### config.mk
export PLATFORM = sky130hd
export DESIGN_NAME = pc_sequencer
export DESIGN_NICKNAME = d
export VERILOG_FILES = /design/src/rtl/pc_sequencer.sv
export SDC_FILE = /design/constraint.sdc
export NUM_CORES = 1
export LEC_CHECK = 0
export CELL_PAD_IN_SITES_DETAIL_PLACEMENT = 1
export CELL_PAD_IN_SITES_GLOBAL_PLACEMENT = 1
export CORE_MARGIN = 2
export CORE_UTILIZATION = 32
export DETAILED_ROUTE_END_ITERATION = 12
export HOLD_SLACK_MARGIN = 0.1
export PLACE_DENSITY_LB_ADDON = 0.1
export SLEW_MARGIN = 30
export SYNTH_ARGS = -nofsm -noshare
export SYNTH_HDL_FRONTEND = slang
export SYNTH_SLANG_ARGS = --single-unit
### constraint.sdc
create_clock -name clk -period 3.6 [get_ports clk]
set_input_delay 1.08 -clock clk [delete_from_list [all_inputs] [get_ports clk]]
set_output_delay 1.08 -clock clk [all_outputs]
set_load 0.03 [all_outputs]
### src/rtl/pc_sequencer.sv
// Fetch sequencer: drives the next-PC every cycle, runs the instruction-memory
// request/ack handshake and hands fetched words to decode via valid/ready.
module pc_sequencer #(
  parameter int unsigned      WIDTH        = 16,
  parameter logic [WIDTH-1:0] RESET_VECTOR = '0,
  parameter int unsigned      INCR         = 1
) (
  input  logic             clk,
  input  logic             rst_n,
  input  logic [WIDTH-1:0] pc,
  output logic [WIDTH-1:0] npc,
  output logic             imem_req,
  output logic [WIDTH-1:0] imem_addr,
  input  logic             imem_ack,
  input  logic [WIDTH-1:0] imem_rdata,
  output logic             instr_valid,
  output logic [WIDTH-1:0] instr,
  output logic [WIDTH-1:0] instr_pc,
  input  logic             instr_ready,
  input  logic             br_valid,
  input  logic [WIDTH-1:0] br_target,
  input  logic             halt_req,
  input  logic             resume,
  output logic             halted,
  output logic [WIDTH-1:0] issue_count
);

  typedef enum logic [1:0] {
    S_FETCH,
    S_ISSUE,
    S_HALT
  } state_t;

  state_t           r_state;
  state_t           w_state_next;
  logic             r_flush;
  logic             w_flush_next;
  logic [WIDTH-1:0] r_target;
  logic [WIDTH-1:0] w_target_next;
  logic [WIDTH-1:0] r_instr;
  logic [WIDTH-1:0] r_instr_pc;
  logic [WIDTH-1:0] r_count;
  logic             w_load;
  logic             w_issue;

  always_ff @(posedge clk) begin
    if (!rst_n) begin
      r_state    <= S_FETCH;
      r_flush    <= 1'b0;
      r_target   <= '0;
      r_instr    <= '0;
      r_instr_pc <= '0;
      r_count    <= '0;
    end else begin
      r_state  <= w_state_next;
      r_flush  <= w_flush_next;
      r_target <= w_target_next;
      if (w_load) begin
        r_instr    <= imem_rdata;
        r_instr_pc <= pc;
      end
      if (w_issue) begin
        r_count <= r_count + WIDTH'(1);
      end
    end
  end

  // A branch seen while a fetch is outstanding is remembered in r_flush/r_target
  // so the in-flight response is thrown away when it finally arrives.
  always_comb begin
    w_state_next  = r_state;
    w_flush_next  = r_flush;
    w_target_next = r_target;
    w_load        = 1'b0;
    w_issue       = 1'b0;
    npc           = pc;
    imem_req      = 1'b0;
    imem_addr     = pc;
    instr_valid   = 1'b0;
    halted        = 1'b0;

    if (!rst_n) begin
      npc = RESET_VECTOR;
    end else begin
      case (r_state)
        S_FETCH: begin
          imem_req = 1'b1;
          if (imem_ack) begin
            if (br_valid) begin
              npc          = br_target;
              w_flush_next = 1'b0;
            end else if (r_flush) begin
              npc          = r_target;
              w_flush_next = 1'b0;
            end else begin
              w_load       = 1'b1;
              npc          = pc + WIDTH'(INCR);
              w_state_next = S_ISSUE;
            end
          end else if (br_valid) begin
            w_flush_next  = 1'b1;
            w_target_next = br_target;
          end
        end

        S_ISSUE: begin
          instr_valid = !br_valid;
          if (br_valid) begin
            npc          = br_target;
            w_state_next = S_FETCH;
          end else if (instr_ready) begin
            w_issue      = 1'b1;
            w_state_next = halt_req ? S_HALT : S_FETCH;
          end
        end

        S_HALT: begin
          halted = 1'b1;
          if (br_valid) begin
            npc = br_target;
          end
          if (resume) begin
            w_state_next = S_FETCH;
          end
        end

        default: begin
          w_state_next = S_FETCH;
        end
      endcase
    end
  end

  assign instr       = r_instr;
  assign instr_pc    = r_instr_pc;
  assign issue_count = r_count;

endmodule

==> results of run 1 <==
[through the flow]
step / util [%] / power [W] / TNS, ns / setup WS, ns
floorplan: - / 0.00121 / 0 / 0.00288
global placement: 48.0 / 0.00155 / -6.31 / -0.556
detailed placement: 48.0 / 0.00156 / -6.80 / -0.604
CTS: 51.5 / 0.00249 / 0 / 0.00663
global route: 52.5 / 0.00261 / -0.100 / -0.0356
finish: 52.5 / 0.00249 / 0 / 0.0208
[per-layer routing]
metal	part of all wire [%]	wire length [um]
met5	0	0
met4	1.1	173
met3	5.5	844
met2	50	7620
met1	44	6660
[worst register-to-register path: cells and delay by family (launching register included)]
| kind | cells | cell delay [ns] |
|---|---|---|
| buffers and inverters | 4 | 0.72 |
| DFF | 1 | 0.39 |
| AOI/OAI and AO/OA | 1 | 0.17 |
| and+or+nand+nor | 3 | 0.36 |
| adders and majority gates | 1 | 0.21 |
[layout make-up]
cell class | count | area (sq um) | share of cell area (%)
clock inverters | 6 | 65.1 | 1.03
repair buffers | 209 | 1990 | 31.6
well taps | 147 | 184 | 2.92
multi-input cells | 396 | 2430 | 38.5
clock buffers | 10 | 239 | 3.79
inverters | 15 | 56.3 | 0.893
flip-flops and latches | 67 | 1340 | 21.3
[power by group through the flow]
stage	clock, W	sequential (W)	combinational (W)
after floorplan	0	0.000852	0.000353
after global placement	0	0.000813	0.000735
after detailed placement	0	0.000815	0.000749
after CTS	0.000925	0.000799	0.000769
after global routing	0.000956	0.000803	0.000849
final	0.000901	0.000799	0.000794
[repair_timing]
| item | 4_1_cts | 5_1_grt |
|---|---|---|
| pin swaps | 15 | 15 |
| setup endpoints to repair | 17 | 12 |
| gates resized for setup | 90 | 30 |
| setup buffers | 3 | 2 |
| gates cloned | 1 | 0 |
[layout by cell type (no fill, tap or decap), types with 6 or more instances in the layout]
master,Yosys,routed
inv_1,14,13
clkdlybuf4s50_1,0,86
buf_12,0,12
nand2_1,132,129
xor2_1,10,10
a21oi_1,63,61
nand3_1,13,13
o21ai_0,25,20
buf_2,11,6
nand4_1,6,6
xnor2_1,9,9
buf_4,16,89
clkbuf_16,0,9
dfxtp_1,67,67
nor2_1,30,29
[worst paths after layout]
path / start / end / slack (ns) / depth (start not counted)
worst max-delay path: pc[8] / npc[11] / 0.02 / 7
worst min-delay path: instr_pc[15] / instr_pc[15] / 0.46 / 2
worst max register to register: r_state[1] / instr_pc[7] / 1.68 / 9
worst min register to register: instr_pc[15] / instr_pc[15] / 0.46 / 2
[cells by family (layout without fill, tap and decap cells)]
| group | Yosys count | after routing | synth area share (%) |
|---|---|---|---|
| flip-flops | 67 | 67 | 34.1 |
| AO/OA/AOI/OAI | 132 | 132 | 20.5 |
| AND/OR/NAND/NOR | 234 | 234 | 28.4 |
| adder cells (fa/ha/maj) | 6 | 6 | 1.91 |
| multiplexers | 5 | 5 | 1.43 |
| XOR/XNOR | 19 | 19 | 4.23 |
| buffers and inverters | 69 | 240 | 9.51 |
[flip-flops by register name, summed over array words and instances (netlist names)]
name and flops:
r_target 16, instr_pc 16, issue_count 16, r_flush 1, r_state 2, instr 16
==> summary by stage, run 1 <==
Yosys
The net count after synthesis is 593. For this run, the number of Yosys warnings is 0. Counting instances in the post-synthesis netlist gives the leading cell types as nand2_1 (132), dfxtp_1 (67), a21oi_1 (63). The post-synthesis average cell area is 7.40 sq um. The post-synthesis instance total is approximately 530.

The number of synthesized flops with an enable pin is 0. The synthesized netlist occupies a cell area of 3940 sq um. The share of the synthesized area in the top cell type is 34.1%. The most instantiated library cell after synthesis is nand2_1.

Of all flip-flops after synthesis, the portion carrying an async set or reset was 0%. Sorting the synthesized cells by area gives the leading types as dfxtp_1 (34%), nand2_1 (13%), a21oi_1 (8.0%). Among all flip-flop cells after synthesis, the most frequent one is dfxtp_1. The number of synthesized register bits is 67. Yosys mapped the design onto 67 distinct sky130hd cell types.

The cell taking the most area after synthesis is dfxtp_1. Of the synthesized area, sequential elements account for 34.1%.

Floorplanning
The die is 115 um tall. The number of placement rows is 40. The floorplan core area is roughly 12000 sq um.

For this configuration, the core starts out at a cell density of 32.8%. The horizontal extent of the die is about 110 um. The floorplan step defined a die boundary enclosing 13200 sq um.

For this design the top-level I/O count stands at 138.

CTS
In this run, CTS created clock tree buffers numbering 9. The number of buffers on the longest clock path is 2. The clock tree synthesis step divided the H-tree into 3 levels.

The CTS tree is done. Clock-pin slew was measured on the worst setup and hold paths at roughly 0.05 ns. For the worst-skew pair, the clock arrives at the later sink with an insertion delay of 0.34 ns.

The cell chosen for the clock root is clkbuf_16. For this design, the CTS-stage hold fixing added 0 buffers. The TritonCTS sink count is 67.

Layout
The synthesis-to-finish area growth is 60.3%. The net count of the finished layout is 759. The post-route netlist has between 20% and 30% of its cells at a drive strength greater than 1. After routing the design area is 6310 sq um. Leaving out filler cells and counting taps, the final layout contains 850. The count of filler cells inserted in the layout is 1454.

The antenna diode count is 0.

GRT
The number of antenna violations at the first check in global routing is 0. The met2 global-route usage is 39.7%. The most utilized layer in the global route result is met2.

For met3 alone, demand over resource in global routing was 4.90%. The number of global-route vias before repair came to approximately 4600. The global routing usage on met1 is about 30%. The sum of overflow across all layers after global routing is 0.

The first global-routing pass estimated 24000 um of wire. For this run, the total global-route usage over all layers was measured as a little under a quarter. Entering global routing, the biggest net connects 49 pins.

Power and ir drop
The share of total power dissipated in combinational logic is between 30% and 40%. The clock network fraction of design power is 36.1%. The peak ir drop on the vdd network is 0.180 mV.

In this run switching power makes up between 30% and 40% of total power. The analysis attributes to cell leakage a power of 2.46 nW. The internal power component is 0.00169 W. Sequential cells burn 32.0% of the power. The net switching component of the power is 0.000804 W. In this run the power density over the cells is around 400 nW/um^2.

Drt
The wire length per cell is 18.0 um. Summed over all layers, the routed wires come to around 15000 um. In the routed layout, each cell is associated on average with a via count of between 5 and 6.

In this run, the number of DRC markers left after iteration 0 of detailed routing was 262. For this block, the via count after detailed routing is ~4500. The count of unresolved DRC violations after routing is 0. The number of search-and-repair iterations in the first detailed-routing pass is 5. In this run the remaining antenna-violating nets after routing total 0.

STA
The post-route clock skew is 0.00594 ns. The post-layout minimum cycle time is between 3 and 4 ns. The final critical path takes up 99.4% of the cycle. The tightest slew margin relative to the limit is 65.6%. Setup violations remaining at the end of the flow were counted as 0.

For the pin with the worst max-slew slack, the measured transition is 0.517 ns. The count of pins over their slew limit is 0. The upper clock frequency limit is 279 MHz. Setup repair after global routing could not meet its margin everywhere. Across all hold checks on the routed design, the worst slack comes to 0.456 ns. The number of failing hold endpoints at the final stage is 0.

Placed design
The wire-length estimate of the detail-placed layout is 11200 um. Summing all placed instances gives a cell area of 5770 sq um. The number of placed instances with taps included is 828.

The final estimated routing congestion in global placement is 0.889. The count of buffers inserted at the top-level ports is approximately 140.

Critical path
The critical path contains buffers and inverters numbering 2 combined. The largest single stage delay on the critical path is 0.59 ns. STA classifies the critical path startpoint as an input port. STA puts the critical path data required time at 2.52 ns.

The critical path's top delay family is simple AND/OR/NAND/NOR gates. STA puts the critical path data arrival time at about 2.5 ns. The critical path is of the in -> out type. Of all nets on the critical path, the largest fanout is 5. The critical-path cell with the highest stage delay is or4b_4.

The worst setup path is captured at an output pin. Walking the worst path, the cells encountered are buf_4 -> nand4_4 -> or4b_4 -> mux2_4 -> nand2_4 -> a21oi_4 -> buf_12.

Min path
The tightest min-delay check is of the reg -> reg type.

Outcome
The run finished with clean final reports.

Flow run
The number of max-cap violations is 0.
No activity file was read; power rests on OpenSTA's default activity.
==> run 2: changes to the inputs <==
TNS_END_PERCENT = 1   (was unset)
==> run 2 against run 1 <==
Against the previous run: hold slack is essentially flat; wire length grew 9.7%; first-iteration DRC count shrank 39%; critical path type unchanged.
==> summary by stage, run 2 (synthesized netlist as in run 1, its figures left out) <==
Drt
The wire length per cell came to 19.6 um (+8.9%). The number of search-and-repair iterations in the first detailed-routing pass is 4 (-1). The remaining antenna violation count is 0 (unchanged). The total wire length after detailed routing came to 16800 um (+9.7%). The count of unresolved DRC violations after routing is 0 (unchanged). The count of vias placed by the detailed router is 4528 (+0.67%). The number of design-rule violations left by the first detailed-router iteration is 160 (-39%). The post-detailed-route via-to-cell ratio was 5.29 (about the same).

CTS
The number of buffers added to fix hold violations after cts is 0 (unchanged). The CTS tree is done. The number of H-tree levels is 3 (unchanged). The number of buffers on the longest clock path is 2 (unchanged). Clock tree synthesis selected as its root buffer the cell clkbuf_16. The clock buffer count from CTS was 9 (unchanged).

The TritonCTS sink count is 67 (unchanged). The clock edge transition at the registers on the reported setup and hold paths was 0.06 ns (about the same). The clock insertion delay at the later pin of the skew report is 0.34 ns (about the same).

GRT
The met2 global-route usage is 41.6% (+1.9 points). In this run the most used layer during global routing was met2. The global routing usage on met1 is 31.5% (+1.9 points).

The number of antenna violations at the first check in global routing is 1 (+1). The number of global-route vias before repair is 4697 (+2.4%). The global-route usage over all layers was 25.2% (+1.9 points).

The sum of overflow across all layers after global routing came to 0 (unchanged). The pin count of the biggest net entering global routing is 33 (-33%). The first-pass GRT wire length is 25700 um (+6.9%). The met3 layer usage reported by global route is 7.49% (+2.6 points).

STA
The post-route clock skew came to 0.00531 ns (-0.000625 ns). The post-route worst hold slack came to 0.456 ns (+0.000283 ns). The count of final setup violators is 0 (unchanged). Setup repair after global routing could not meet its margin everywhere. The number of failing hold endpoints at the final stage is 0 (unchanged). The upper clock frequency limit is 278 MHz (-0.57%). The post-layout minimum cycle time is 3.60 ns (+0.0204 ns).

The count of pins over their slew limit came to 0 (unchanged). The measured slew at the worst slew-check pin was 0.405 ns (-0.112 ns). The tightest slew margin relative to the limit came to 72.8% (+7.2 points).

The fraction of the cycle the final worst path needs came to 100% (+0.57 points).

Layout
The library cells used most frequently in the layout, excluding fill and tap cells, are nand2_1 (129), buf_4 (93), clkdlybuf4s50_1 (87). The count of filler cells inserted in the layout came to 1423 (-2.1%). The area occupied by multi-input gates came to 2470 sq um (+1.7%). The antenna diode count is 0 (unchanged). The area growth from synthesis to layout is 63.0%. The total area of sequential cells is 1340 sq um (unchanged). The leading cell type in the layout, fill and taps excluded is nand2_1. The count of nets after finishing came to 766 (+0.92%). The fraction of final layout cells sized beyond drive strength 1 is 27.6% (+1.6 points). The final design instance area without fill is 6410 sq um (+1.7%).

Floorplanning
The number of placement rows is 40 (unchanged). The effective utilization at floorplan is 32.8% (unchanged). The horizontal extent of the die is 115 um (unchanged). The chip height is 115 um (unchanged). The floorplan core area is 12000 sq um (unchanged).

The I/O pin count is 138 (unchanged). The area of the die is 13200 sq um (unchanged).

Flow run
The number of max-cap violations was 0 (unchanged).

Power and ir drop
The overall power after layout is 0.00265 W (+6.4%). The peak ir drop on the vdd network is 0.256 mV (+42%). The leakage power of the design is 2.53 nW (+2.9%). The power density over the cells came to 414 nW/um^2 (+4.6%).

Critical path
The highest net fanout along the worst path is 5 (unchanged). The critical-path cell with the highest stage delay is or4b_4. The data arrival at the endpoint of the critical path is 2.52 ns (+0.02 ns). STA classifies the critical path endpoint as an output pin. The critical path is of the in -> out type. The largest incremental delay on the critical path is 0.56 ns (-0.03 ns).

The number of buffer and inverter stages on the critical path is 2 (unchanged). The required time at the worst-slack endpoint is 2.52 ns (about the same). Walking the worst path, the cells encountered are buf_8 -> nand4_4 -> or4b_4 -> mux2_4 -> nand2_4 -> a21oi_4 -> buf_12.

Grouping stages by cell kind, the critical path spends the most delay in simple AND/OR/NAND/NOR gates. The element type at the critical path start is an input port.

Outcome
The flow ran to the end, and the final reports show no timing, DRC or antenna violations.

Placed design
The final estimated routing congestion in global placement came to 0.848 (-4.6%). The placed instance area was 5760 sq um (-0.20%). The count of buffers inserted at the top-level ports is 137 (unchanged). The detailed placement HPWL came to 11900 um (+5.7%).

Min path
The path category of the worst min-delay check is reg -> reg.
-- run 2: timing repair --
action,CTS,global route
gates resized for setup,107,51
pin swaps,17,18
endpoints found under the setup margin,19,11
buffers inserted,4,1
-- run 2: tightest hold or removal path: cells and delay by family (launching register included) --
family             cells  cell delay, ns
and+or+nand+nor        1            0.05
DFF                    1            0.31
AOI/OAI and AO/OA      1            0.05
-- run 2: per-layer routing --
metal	vias to the layer above	wire, um
met2	134	8090
met3	27	1040
li1	2165	-
met4	0	330
met5	-	0
met1	2202	7310
-- run 2: per-stage QoR --
step / std cells / util [%] / worst slack [ns] / setup TNS [ns]
final: 856 / 53.4 / 0.000427 / 0
after global routing: 856 / 53.4 / -0.0638 / -0.154
after CTS: 856 / 52.0 / -0.0316 / -0.0417
after detailed placement: 837 / 47.9 / -0.558 / -6.98
after global placement: 837 / 47.9 / -0.548 / -6.63
after floorplan: 532 / - / -0.0884 / -0.112
-- run 2: power by group --
group	total (W)	leakage (nW)	switching (W)	internal, W
sequential	0.000799	0.545	0.0000218	0.000777
combinational	0.000813	1.82	0.000454	0.000360
clock	0.00104	0.166	0.000365	0.000675
total	0.00265	2.53	0.000840	0.00181
-- run 2: area by class of cell --
type | instances | share of cell area (%)
sequential | 67 | 20.9
clock buffer | 9 | 3.51
multi-input combinational | 396 | 38.5
clock inverter | 6 | 1.76
timing repair buffer | 216 | 31.5
tap | 147 | 2.87
inverter | 15 | 0.878
-- run 2: path summary, 6_finish.rpt --
| path | startpoint | to | slack, ns | cells past startpoint |
|---|---|---|---|---|
| worst max-delay path | pc[9] | npc[11] | 0.0004 | 7 |
| worst min-delay path | instr_pc[2] | instr_pc[2] | 0.46 | 2 |
| worst max register to register | r_state[0] | instr_pc[8] | 1.60 | 9 |
| worst min register to register | instr_pc[2] | instr_pc[2] | 0.46 | 2 |
==> run 3: changes to the inputs <==
CTS_CLUSTER_SIZE = 25   (was unset)
clock period = 3.61 ns   (was 3.6 ns; I/O delays follow)
==> run 3 against run 2 <==
Against the previous run: the flow now finishes with violations (negative setup slack); core utilization fell by 0.51 points; final area is 0.96% lower; final cell count is 0.12% higher; setup slack got worse by 0.010 ns; critical path type unchanged.
==> summary by stage, run 3 (synthesized netlist as in run 1, its figures left out) <==
Placed design
The detailed placement HPWL is 11800 um (-0.22%). The count of buffers inserted at the top-level ports is 137 (unchanged). The final estimated routing congestion in global placement is 0.848 (about the same). The worst setup slack before clock tree synthesis is -0.573 ns (-0.0146 ns).

Critical path
The signal on the critical path passes through buf_8 -> nand4_4 -> or4b_4 -> mux2_4 -> nand2_4 -> a21oi_4 -> buf_12. The critical-path cell with the highest stage delay is or4b_4. The depth of the critical timing path with buffers and inverters included is 7 (unchanged). The required time at the worst-slack endpoint is 2.53 ns (about the same). The kind of critical path is in -> out. The highest net fanout along the worst path was 4 (-1).

The reg-to-reg critical path endpoint is instr_pc[8]. The number of buffer and inverter stages on the critical path is 2 (unchanged). The largest incremental delay on the critical path is 0.61 ns (+0.05 ns). The data arrival at the endpoint of the critical path is 2.54 ns (+0.02 ns).

The critical path's top delay family is simple AND/OR/NAND/NOR gates. The number of cell instances on the worst register-to-register path is 9 (unchanged). The reg-to-reg setup timing slack is 1.66 ns (+0.06 ns). The sort of element at the end of the critical path is an output pin. The beginning of the worst register-to-register path is r_state[1]. The element type at the critical path start is an input port.

Floorplanning
The area of the die is 13200 sq um (unchanged). The horizontal extent of the die came to 115 um (unchanged). The number of placement rows was 40 (unchanged). The chip height was 115 um (unchanged). The effective utilization at floorplan came to 32.8% (unchanged). The floorplan core area is 12000 sq um (unchanged).

The I/O pin count is 138 (unchanged).

Layout
The count of nets after finishing is 767 (+0.13%). The fraction of final layout cells sized beyond drive strength 1 is 26.8% (-0.88 points). The antenna diode count is 0 (unchanged). The total area of sequential cells is 1340 sq um (unchanged). The count of filler cells inserted in the layout was 1438 (+1.1%).

Leaving out fill and tap cells, the most frequent cell in the layout is nand2_1. In the layout the commonest cells are nand2_1 (130), buf_4 (93), clkdlybuf4s50_1 (88). The area growth from synthesis to layout is 61.4%. The area occupied by multi-input gates is 2420 sq um (-2.1%).

STA
The tightest slew margin relative to the limit was 72.5% (-0.24 points). Setup repair after global routing could not meet its margin everywhere. The measured slew at the worst slew-check pin is 0.408 ns (+0.00351 ns).

The count of pins over their slew limit is 0 (unchanged). The worst path in the final design needs a cycle of 3.62 ns, including I/O delays and setup. The minimum setup slack in the final design came to -0.00987 ns (-0.0103 ns). The post-route clock skew is 0.00613 ns (+0.000817 ns).

The upper clock frequency limit is 276 MHz. The accumulated negative setup slack is -0.0119 ns (-0.0119 ns). Dividing the final minimum period by the clock period gives 100%. The count of final setup violators is 2 (+2). The number of failing hold endpoints at the final stage is 0 (unchanged).

CTS
The clock insertion delay at the later pin of the skew report is 0.35 ns (about the same). The cell chosen for the clock root is clkbuf_16. The number of buffers added to fix hold violations after cts came to 0 (unchanged). The TritonCTS sink count is 67 (unchanged). The number of H-tree levels is 3 (unchanged). The clock buffer count from CTS is 9 (unchanged). The number of buffers on the longest clock path is 2 (unchanged). TritonCTS built the clock tree. The clock edge transition at the registers on the reported setup and hold paths is 0.06 ns (about the same).

GRT
The first-pass GRT wire length came to 25700 um (-0.13%). The sum of overflow across all layers after global routing is 0 (unchanged). The number of global-route vias before repair was 4710 (+0.28%). The global-route usage over all layers is 25.1% (-0.058 points). The pin count of the biggest net entering global routing is 33 (unchanged). The number of antenna violations at the first check in global routing was 1 (unchanged).

Min path
The end of the worst hold path is instr_pc[4]. The depth of the worst hold-timing path is 2 (unchanged). The startpoint of the tightest hold check path is instr_pc[4].

The path category of the worst min-delay check is reg -> reg.

Outcome
The flow ran to the end, but the final reports show violations. The checks that failed: negative setup slack.

Drt
The count of vias placed by the detailed router is 4555 (+0.60%). The count of unresolved DRC violations after routing is 0 (unchanged). The number of design-rule violations left by the first detailed-router iteration is 217 (+36%). The wire length per cell is 19.0 um (-3.0%). The number of search-and-repair iterations in the first detailed-routing pass was 4 (unchanged).

The total wire length after detailed routing came to 16300 um (-2.9%). The post-detailed-route via-to-cell ratio is 5.32 (+0.48%). The remaining antenna violation count is 0 (unchanged).

Flow run
The number of max-cap violations is 0 (unchanged).

Power and ir drop
The leakage power of the design is 2.51 nW (-0.78%). The power density over the cells is 413 nW/um^2 (about the same). The peak ir drop on the vdd network is 0.216 mV (-16%).
[run 3: changes by cell type in the layout (fill, tap and decap cells not counted), sizes merged]
cell and change:
clkbuf +1, buf -1, dlymetal6s2s -1, clkdlybuf4s15 +1, clkdlybuf4s50 +1
[run 3: worst register-to-register path, delay by kind of cell, from the launching register on]
kind	cells	cell delay [ns]
buffers and inverters	4	0.76
adders and majority gates	1	0.27
AOI/OAI and AO/OA	1	0.15
and+or+nand+nor	3	0.35
DFF	1	0.34
[run 3: stage by stage]
stage / hold slack, ns / power (W) / utilization (%) / cell area (sq um) / std cells
5_1_grt: 0.476 / 0.00273 / 52.9 / 6350 / 857
2_1_floorplan: 0.433 / 0.00120 / - / 3940 / 532
4_1_cts: 0.460 / 0.00263 / 51.8 / 6220 / 855
3_3_place_gp: 0.442 / 0.00153 / 47.9 / 5760 / 837
3_5_place_dp: 0.449 / 0.00155 / 47.9 / 5760 / 837
6_report: 0.459 / 0.00263 / 52.9 / 6350 / 857
[run 3: worst max path at each step]
stage | startpoint | endpoint | slack, ns
2_1_floorplan | pc[3] | npc[7] | -0.08
3_3_place_gp | pc[0] | npc[14] | -0.54
3_5_place_dp | pc[1] | npc[12] | -0.57
4_1_cts | pc[14] | npc[14] | -0.01
5_1_grt | pc[9] | npc[14] | -0.06
6_report | pc[9] | npc[11] | -0.01
[run 3: layout make-up]
type / count / share of cell area, %
Tap cell: 147 / 2.90
Inverter: 15 / 0.886
Multi-Input combinational cell: 396 / 38.1
Timing Repair Buffer: 217 / 31.7
Clock buffer: 9 / 3.55
Clock inverter: 6 / 1.77
Sequential cell: 67 / 21.1
[run 3: power by group]
part           total (W)  switching [W]  leakage [nW]  internal (W)
logic           0.000790       0.000441          1.80      0.000350
registers       0.000796      0.0000207         0.545      0.000775
clock network    0.00104       0.000366         0.166      0.000674
total            0.00263       0.000827          2.51       0.00180
[run 3: timing repair]
action / in CTS / in global routing
setup endpoints to repair: 18 / 11
resized for setup: 104 / 33
buffers inserted: 4 / 2
pin swaps: 15 / 19
[run 3: per-layer routing]
layer | GRT usage (%) | vias to the layer above | wire length [um]
met3 | 5.96 | 37 | 1350
met1 | 32.2 | 2162 | 6780
li1 | - | 2176 | -
met2 | 40.5 | 180 | 7680
met5 | 0 | - | 0
met4 | 10.9 | 0 | 480
